<file path="config.mk">
export PLATFORM = sky130hd
export DESIGN_NAME = id_stage_decode
export DESIGN_NICKNAME = d
export VERILOG_FILES = /design/src/rtl/mips_pkg.sv /design/src/rtl/mips_regfile.sv /design/src/rtl/id_stage_decode.sv
export SDC_FILE = /design/constraint.sdc
export NUM_CORES = 2
export LEC_CHECK = 0
export ABC_AREA = 0
export BUFFER_PORTS_ARGS = -buffer_cell sky130_fd_sc_hd__buf_2
export CAP_MARGIN = 15
export CORE_UTILIZATION = 50
export CTS_CLUSTER_SIZE = 24
export DETAILED_ROUTE_END_ITERATION = 16
export MAX_ROUTING_LAYER = met4
export PLACE_DENSITY = 0.75
export SLEW_MARGIN = 10
export SYNTH_ARGS = -nofsm -noshare
export SYNTH_HDL_FRONTEND = slang
export SYNTH_SLANG_ARGS = --single-unit
</file>
<file path="constraint.sdc">
create_clock -name clk -period 2.5 [get_ports clk]
set_input_delay 0.375 -clock clk [delete_from_list [all_inputs] [get_ports clk]]
set_output_delay 0.375 -clock clk [all_outputs]
set_load 0.05 [all_outputs]
</file>
<file path="src/rtl/mips_pkg.sv">
// Shared MIPS pipeline definitions: control word layout, ALU selects and
// R-type decode tables used by both ID and EX.
package mips_pkg;

  localparam int unsigned CTRL_W         = 11;
  localparam int unsigned CLASS_W        = 3;
  localparam int unsigned ALU_W          = 4;
  localparam int unsigned FUNCT_W        = 6;
  localparam int unsigned CTRL_REGWRITE  = 10;
  localparam int unsigned CTRL_CLASS_LSB = 3;

  localparam logic [CTRL_W-1:0] BUBBLE = 11'h038;

  localparam logic [5:0] OPC_RTYPE = 6'b000000;

  localparam logic [FUNCT_W-1:0] FN_ADD = 6'b100000;
  localparam logic [FUNCT_W-1:0] FN_SUB = 6'b100010;
  localparam logic [FUNCT_W-1:0] FN_AND = 6'b100100;
  localparam logic [FUNCT_W-1:0] FN_OR  = 6'b100101;
  localparam logic [FUNCT_W-1:0] FN_NOR = 6'b100111;
  localparam logic [FUNCT_W-1:0] FN_SLT = 6'b101010;
  localparam logic [FUNCT_W-1:0] FN_SLL = 6'b000000;
  localparam logic [FUNCT_W-1:0] FN_SRA = 6'b000011;

  typedef enum logic [CLASS_W-1:0] {
    CLASS_ALU    = 3'b000,
    CLASS_SHIFT  = 3'b100,
    CLASS_BUBBLE = 3'b111
  } class_e;

  typedef enum logic [ALU_W-1:0] {
    ALU_AND = 4'b0000,
    ALU_OR  = 4'b0001,
    ALU_ADD = 4'b0010,
    ALU_SUB = 4'b0110,
    ALU_SLT = 4'b0111,
    ALU_NOR = 4'b1000,
    ALU_SLL = 4'b1001,
    ALU_SRA = 4'b1010
  } alu_e;

  typedef struct packed {
    logic   valid;
    class_e cls;
    alu_e   alu;
    logic   swap;
  } funct_dec_t;

  // R-type funct lookup; swap routes rt to operand 1 so EX's (rd2<rd1) means rs<rt.
  function automatic funct_dec_t decode_funct(input logic [FUNCT_W-1:0] funct);
    funct_dec_t d;
    d.valid = 1'b1;
    d.cls   = CLASS_ALU;
    d.alu   = ALU_AND;
    d.swap  = 1'b0;
    case (funct)
      FN_ADD:  d.alu = ALU_ADD;
      FN_SUB:  d.alu = ALU_SUB;
      FN_AND:  d.alu = ALU_AND;
      FN_OR:   d.alu = ALU_OR;
      FN_NOR:  d.alu = ALU_NOR;
      FN_SLT:  begin d.alu = ALU_SLT; d.swap = 1'b1; end
      FN_SLL:  begin d.alu = ALU_SLL; d.cls = CLASS_SHIFT; end
      FN_SRA:  begin d.alu = ALU_SRA; d.cls = CLASS_SHIFT; end
      default: begin d.valid = 1'b0; d.cls = CLASS_BUBBLE; end
    endcase
    return d;
  endfunction

endpackage

</file>
<file path="src/rtl/mips_regfile.sv">
// Register file: two write-first read ports, one write port, R[0] hardwired to zero.
module mips_regfile
  import mips_pkg::*;
#(
  parameter int unsigned SIZE = 32
) (
  input  logic                    clk,
  input  logic                    rst,
  input  logic [$clog2(SIZE)-1:0] raddr1,
  input  logic [$clog2(SIZE)-1:0] raddr2,
  output logic [SIZE-1:0]         rdata1_c,
  output logic [SIZE-1:0]         rdata2_c,
  input  logic                    we,
  input  logic [$clog2(SIZE)-1:0] waddr,
  input  logic [SIZE-1:0]         wdata
);

  localparam int unsigned IDX_W = $clog2(SIZE);

  logic [SIZE-1:0] mem_q [SIZE];
  logic [SIZE-1:0] mem_d [SIZE];
  logic            wr_hit;

  assign wr_hit = we && (waddr != '0);

  always_comb begin
    mem_d = mem_q;
    if (wr_hit) mem_d[waddr] = wdata;
  end

  always_ff @(posedge clk) begin
    if (rst) begin
      for (int i = 0; i < int'(SIZE); i++) mem_q[i] <= '0;
    end else begin
      mem_q <= mem_d;
    end
  end

  // Write-first bypass so a same-cycle write-back is visible to the reader.
  function automatic logic [SIZE-1:0] rd_port(input logic [IDX_W-1:0] a);
    if (a == '0)                 return '0;
    else if (wr_hit && a == waddr) return wdata;
    else                         return mem_q[a];
  endfunction

  always_comb begin
    rdata1_c = rd_port(raddr1);
    rdata2_c = rd_port(raddr2);
  end

endmodule

</file>
<file path="src/rtl/id_stage_decode.sv">
// ID stage: R-type decode, register-file read and one-cycle RAW stall,
// registering operands and control toward EX.
module id_stage_decode
  import mips_pkg::*;
#(
  parameter int unsigned SIZE = 32
) (
  input  logic                    clk,
  input  logic                    rst,
  input  logic [31:0]             instr,
  input  logic                    instr_valid,
  input  logic [SIZE-1:0]         PC_4_IF,
  input  logic                    wb_en,
  input  logic [$clog2(SIZE)-1:0] wb_reg,
  input  logic [SIZE-1:0]         wb_data,
  output logic [SIZE-1:0]         readData1,
  output logic [SIZE-1:0]         readData2,
  output logic [$clog2(SIZE)-1:0] shamt,
  output logic [$clog2(SIZE)-1:0] writeReg,
  output logic [CTRL_W-1:0]       control,
  output logic [ALU_W-1:0]        ALUcontrol,
  output logic [SIZE-1:0]         PC_4_ID,
  output logic                    stall
);

  localparam int unsigned IDX_W = $clog2(SIZE);

  logic [5:0]         opcode;
  logic [IDX_W-1:0]   rs, rt, rd, sh;
  logic [SIZE-1:0]    rs_data, rt_data;
  funct_dec_t         dec;
  logic               decodable, issue, stall_c;

  logic [SIZE-1:0]    rd1_q, rd1_d, rd2_q, rd2_d, pc_4_q, pc_4_d;
  logic [IDX_W-1:0]   shamt_q, shamt_d, wreg_q, wreg_d, trk_reg_q, trk_reg_d;
  logic [CTRL_W-1:0]  ctrl_q, ctrl_d;
  logic [ALU_W-1:0]   alu_q, alu_d;
  logic               trk_we_q, trk_we_d;

  assign opcode = instr[31:26];
  assign rs     = IDX_W'(instr[25:21]);
  assign rt     = IDX_W'(instr[20:16]);
  assign rd     = IDX_W'(instr[15:11]);
  assign sh     = IDX_W'(instr[10:6]);

  mips_regfile #(.SIZE(SIZE)) u_regfile (
    .clk      (clk),
    .rst      (rst),
    .raddr1   (rs),
    .raddr2   (rt),
    .rdata1_c (rs_data),
    .rdata2_c (rt_data),
    .we       (wb_en),
    .waddr    (wb_reg),
    .wdata    (wb_data)
  );

  always_comb begin
    dec       = decode_funct(instr[5:0]);
    decodable = instr_valid && (opcode == OPC_RTYPE) && dec.valid;
    // Tracker only ever holds a RegWrite with rd!=0, so $0 never stalls.
    stall_c   = decodable && trk_we_q && ((trk_reg_q == rs) || (trk_reg_q == rt));
    issue     = decodable && !stall_c;

    pc_4_d    = PC_4_IF;
    ctrl_d    = BUBBLE;
    alu_d     = '0;
    rd1_d     = '0;
    rd2_d     = '0;
    shamt_d   = '0;
    wreg_d    = '0;
    trk_we_d  = 1'b0;
    trk_reg_d = '0;

    if (issue) begin
      ctrl_d                                 = '0;
      ctrl_d[CTRL_REGWRITE]                  = (rd != '0);
      ctrl_d[CTRL_CLASS_LSB +: CLASS_W]      = dec.cls;
      alu_d                                  = dec.alu;
      rd1_d                                  = dec.swap ? rt_data : rs_data;
      rd2_d                                  = dec.swap ? rs_data : rt_data;
      shamt_d                                = sh;
      wreg_d                                 = rd;
      trk_we_d                               = (rd != '0);
      trk_reg_d                              = rd;
    end
  end

  always_ff @(posedge clk) begin
    if (rst) begin
      rd1_q     <= '0;
      rd2_q     <= '0;
      shamt_q   <= '0;
      wreg_q    <= '0;
      ctrl_q    <= BUBBLE;
      alu_q     <= '0;
      pc_4_q    <= '0;
      trk_we_q  <= 1'b0;
      trk_reg_q <= '0;
    end else begin
      rd1_q     <= rd1_d;
      rd2_q     <= rd2_d;
      shamt_q   <= shamt_d;
      wreg_q    <= wreg_d;
      ctrl_q    <= ctrl_d;
      alu_q     <= alu_d;
      pc_4_q    <= pc_4_d;
      trk_we_q  <= trk_we_d;
      trk_reg_q <= trk_reg_d;
    end
  end

  assign readData1  = rd1_q;
  assign readData2  = rd2_q;
  assign shamt      = shamt_q;
  assign writeReg   = wreg_q;
  assign control    = ctrl_q;
  assign ALUcontrol = alu_q;
  assign PC_4_ID    = pc_4_q;
  assign stall      = stall_c;

endmodule

</file>
**Word level (Yosys, flattened, before mapping)**

Index checks and enable logic that the tools add are counted.

- Register bits: 1146
- Input bits: 105
- Output and inout bits: 122
- Word-level logic and storage cells: 100

- $lt $le $gt $ge: 4
- Equal/unequal tests: 11
- Muxes and demuxes: 19
- Bitwise logic cells: 4
- Reduce and logical (&&, ||, !) cells: 21

Operators by type and width:

| operator | count |
|---|---|
| bitwise mux 1024 bit | 1 |
| two-way mux 32 bit | 11 |
| binary-select mux 32 bit (select 5 bit) | 2 |
| demux 32 bit (select 5 bit) | 1 |
| equality test 6 bit, second input constant | 6 |
| one-hot mux 4 bit (7 select lines) | 1 |
| equality test 5 bit | 4 |
| >= comparator 6 bit, second input constant | 3 |
| inverter 5 -> 6 bit | 3 |
| logical NOT 6 bit | 2 |
| logical NOT 5 bit | 2 |
| nonzero test 5 bit | 2 |
| logical AND 1 bit | 9 |
| OR reduction 8 bit | 1 |
| equality test 6 x 2 -> 1 bit, second input constant | 1 |
| less-than comparator 6 x 1 -> 1 bit, second input constant | 1 |
| one-hot mux 3 bit (2 select lines) | 1 |
| OR reduction 6 bit | 1 |
| OR reduction 2 bit | 2 |
| two-way mux 1 bit | 2 |
| logical NOT 1 bit | 1 |
| logical OR 1 bit | 1 |
| inverter 1 bit | 1 |

**Logic depth before layout (Yosys ltp)**

- Depth in word-level cells: 10
- Gate-level depth with buffers: 11
- Depth with buffers taken out: 6

**By module**

Synthesis repeated with hierarchy kept, for this count alone.

- Cells, all modules: 6641
- Area, all modules: 57019.7 um2

Modules (own cells, without submodules):

| module | instances | cells each | area an instance (um2) | seq. area each (um2) |
|---|---|---|---|---|
| mips_regfile | 1 | 6258 | 52861.9 | 20499.7 |
| id_stage_decode | 1 | 383 | 4157.7 | 2262.2 |

**Worst setup path after synthesis**

No wires, ideal clock.

- Path kind: flip-flop to output port
- From: register trk_reg_q[4]
- To: output stall
- Arrival time: 2.438 ns
- Required time: 2.125 ns
- Path slack: -0.313 ns
- Cell stages (with the launch flop): 6
- Path buffers: 0
- Cell sequence: dfxtp_1 xnor2_1 nand3_1 o22ai_2 nand2_1 nor3_1

- Cells in the longest elaborated chain, start to end: 3
- Elaborated cells between the ends (all ways): 4
- Classes of those cells: eq/ne: 2; reduce/logical: 2

Ends and longest elaborated chain:

| element | RTL line | text |
|---|---|---|
| start, declared | id_stage_decode.sv:35 | `logic [IDX_W-1:0] shamt_q, shamt_d, wreg_q, wreg_d, trk_reg_q, trk_reg_d;` |
| start signal, assigned | id_stage_decode.sv:109 | `trk_reg_q <= trk_reg_d;` |
| equality test 5 bit | id_stage_decode.sv:62 | `stall_c = decodable && trk_we_q && ((trk_reg_q == rs) \|\| (trk_reg_q == rt));` |
| logical OR 1 bit (*) | id_stage_decode.sv:62 |  |
| logical AND 1 bit (*) | id_stage_decode.sv:62 |  |
| end, declared | id_stage_decode.sv:23 | `output logic stall` |

Every way passes the cells marked *; elsewhere a longest branch is shown, timed or not.

**Final worst setup path**

- From: register u_regfile.mem_q[906] (netlist bit)
- To: register rd1_q[10], in the netlist readData1[10]

- Cells in the longest elaborated chain, start to end: 6
- Elaborated cells between the ends (all ways): 11
- Classes of those cells: mux: 11

Ends and longest elaborated chain:

| element | RTL line | text |
|---|---|---|
| start, declared | mips_regfile.sv:20 | `logic [SIZE-1:0] mem_q [SIZE];` |
| start signal, assigned | mips_regfile.sv:35 | `mem_q <= mem_d;` |
| binary-select mux 32 bit (select 5 bit) | mips_regfile.sv:43 | `else return mem_q[a];` |
| two-way mux 32 bit (implied by the code) (2 in a row) | mips_regfile.sv:43 |  |
| two-way mux 32 bit | mips_regfile.sv:42 | `else if (wr_hit && a == waddr) return wdata;` |
| two-way mux 32 bit | mips_regfile.sv:41 | `if (a == '0) return '0;` |
| two-way mux 32 bit (*) | id_stage_decode.sv:80 | `rd1_d = dec.swap ? rt_data : rs_data;` |
| end signal, assigned | id_stage_decode.sv:101 | `rd1_q <= rd1_d;` |
| end, declared | id_stage_decode.sv:34 | `logic [SIZE-1:0] rd1_q, rd1_d, rd2_q, rd2_d, pc_4_q, pc_4_d;` |

Every way passes the cells marked *; elsewhere a longest branch is shown, timed or not. The select of a mux whose other input is x is not followed.
A chain may end at the register's enable or synchronous reset.

==> out/results.tsv <==
metric	value	unit
critical path depth	5	
Req. time, crit path	3.12	ns
post-synthesis sequential area ratio	40.3	%
CP Class	flip-flop to flip-flop	
vias per cell	6.61	
flops & latches, synth	1137	
setup TNS	-0.157	ns
R2R cell count	5	
Worst setup SP type	flip-flop	
initial antenna violation count	16	
final setup violation count	2	
Die Area	114000	µm²
Root Driver	clkbuf_16	
Worst Setup EP	readData1[10]	
final cycle utilization of the critical path	103	%
Syn Inst Count	6890	
number of nets still failing antenna checks after routing	0	
Avg Inst Size Synth	8.20	µm²
starting DRC count in detailed routing	9297	
Synth Flop Type	dfxtp_1	
WL per Instance	28.1	µm
Placed Instance Area	63400	µm²
Final min period	2.58	ns
outcome	finished, violations left	
# DRC	0	
dpl ws	-0.595	ns
drt total wl	249000	µm
# H-tree levels	3	
largest net degree at the start of global routing	223	
global-route wire length before repair	358000	µm
vias	58500	
Critical Path AT	3.20	ns
core box area	111000	µm²
post-route cell area	68000	µm²
synthesis warning total	0	
commonest non-fill, non-tap cell in the layout	nand2_1	
share of layout cells above drive strength 1	17.9	%
LEAKAGE	24.6	nW
Fmax achieved	387	MHz
VDD IR max	630	µV
Final GP Congestion	1.08	
max-cap violation count	0	
FF-to-FF setup slack	-0.08	ns
CP Buf/Inv Count	1	
PwrDens	607	nW/µm²
RR Endpoint	readData1[10]	
Slew Limit Fails	0	
die height	338	µm
clock buffer depth	3	
Yosys cell types	64	
number of synthesized flops with an enable pin	0	
Critical Path, Cell by Cell	mux4_2, a2111oi_0, buf_4, a22o_1, o32ai_2	
Synth async-reset ratio	0	%
worst hold start	wb_data[0]	
Total GRT Usage	42.7	%
Cell Area, Synth	56500	µm²
failing checks	negative setup slack	
number of port buffers	219	
CP endpoint kind	flip-flop	
crit path launch	u_regfile.mem_q[906]	
CTS tree	built	
CTS buffer count	120	
Ports	227	
Final Hold Vio Count	0	
area grow syn2layout	20.4	%
delay-heaviest family, CP	compound AO/OA/AOI/OAI gates	
worst min path class	input pin to flip-flop	
RR Startpoint	u_regfile.mem_q[906]	
Slew HR	8.66	%
CP Max Fanout	3	
Rows	122	
clock skew	0.0452	ns
highest-count cells in the layout ignoring fill and taps	nand2_1, dfxtp_1, a21oi_1	
DIE WIDTH	338	µm
max incr delay on CP	1.13	ns
post-route worst setup slack	-0.0810	ns
Sinks on Clock Net	1137	
Least-Margin Pin Slew	1.37	ns
post-DP HPWL	163000	µm
Initial DRT Pass Iterations	7	
layout net count	7339	
Worst-Skew Late Latency	0.76	ns
RSZ-0062 raised after global routing	yes	
GRT Residual Overflow	0	
CP max-delay cell	a2111oi_0	
CTS clk-pin slew, worst paths	0.06	ns
initial core utilization	50.7	%
number of global-route vias before repair	54700	
## worst register-to-register path, stage by stage, from the launching register on
cell and delay, ns:
dfxtp_1 0.33, mux4_2 0.49, a2111oi_0 1.13, buf_4 0.25
a22o_1 0.18, o32ai_2 0.09
## kinds of logic (layout without fill, tap and decap cells)
group           after synthesis  count (layout)  share of synthesized area (%)
xor+xnor                     22              22                          0.341
simple gates               2410            2410                           17.3
other cells                   1              30                        0.00663
mux                         896             896                           18.7
flops                      1137            1137                           40.3
compound gates             1711            1711                           17.5
buf+inv                     713            1145                           5.87
## flip-flops by register name, summed over array words and instances (netlist names)
signal and cells:
trk_reg_q 5, readData1 32, shamt 5, u_regfile.mem_q 1024, ALUcontrol 4, control 3, PC_4_ID 32, readData2 32
## per-stage QoR
stage	power (mW)	cells	hold WS (ns)	utilization (%)
5_1_grt	42.0	8831	0.0630	61.0
6_report	41.3	8839	0.0621	61.1
3_3_place_gp	22.6	8549	0.449	56.9
2_1_floorplan	20.9	6896	0.443	-
3_5_place_dp	22.6	8549	0.459	56.9
4_1_cts	41.1	8816	0.0341	61.0
## worst min path at each step
| stage | end | slack [ns] | cells past startpoint |
|---|---|---|---|
| 2_1_floorplan | u_regfile.mem_q[293] | 0.44 | 2 |
| 3_3_place_gp | u_regfile.mem_q[934] | 0.45 | 2 |
| 3_5_place_dp | u_regfile.mem_q[949] | 0.46 | 2 |
| 4_1_cts | u_regfile.mem_q[256] | 0.03 | 3 |
| 5_1_grt | u_regfile.mem_q[64] | 0.06 | 3 |
| 6_report | u_regfile.mem_q[128] | 0.06 | 3 |
## routing by layer
| metal | part of all wire, % | GRT usage [%] |
|---|---|---|
| met3 | 14 | 11.6 |
| met1 | 36 | 52.3 |
| met2 | 42 | 61.1 |
| met4 | 8.0 | 29.3 |
| met5 | 0 | - |
## area by class of cell
cell class / instances / area (µm²)
tap: 1488 / 1860
fill: 9437 / 43400
inverter: 1 / 3.75
antenna: 23 / 57.6
timing repair buffer: 928 / 8360
multi-input combinational: 5046 / 30900
clock buffer: 170 / 3440
sequential: 1137 / 22800
clock inverter: 46 / 614
## cells in the mapped netlist (all sizes together), types with 8 or more instances
cell | instances | share of area, %
a2111oi | 64 | 1.0
a21oi | 1050 | 9.3
a22o | 51 | 0.79
and2 | 19 | 0.21
and3 | 10 | 0.12
buf | 268 | 2.9
clkbuf | 444 | 3.0
dfxtp | 1137 | 40
mux2i | 768 | 14
mux4 | 128 | 5.1
nand2 | 2039 | 14
nand3 | 10 | 0.11
nand3b | 8 | 0.18
nor2 | 148 | 0.99
nor2b | 67 | 0.74
nor3 | 10 | 0.097
nor4 | 18 | 0.20
o2111ai | 8 | 0.12
o211ai | 41 | 0.54
o21ai | 90 | 0.80
o22ai | 339 | 3.8
o31ai | 14 | 0.19
o32ai | 31 | 0.57
or3b | 8 | 0.12
or4 | 49 | 0.65
xnor2 | 12 | 0.19
xor2 | 10 | 0.15
## power by group
part           internal (mW)  switching, mW  total (mW)
registers               18.3          0.103        18.4
clock network           11.0           7.84        18.8
logic                   1.46           2.71        4.16
total                   30.7           10.7        41.3
## what timing repair did
item                                    4_1_cts  5_1_grt
pin swaps                                     1        0
endpoints found under the hold margin        56        0
buffers inserted                              1        0
endpoints found under the setup margin        1        2
hold buffers                                 50        0
gates cloned                                  0        0
resized for setup                             5        3
(Power assumes the default switching activity.)
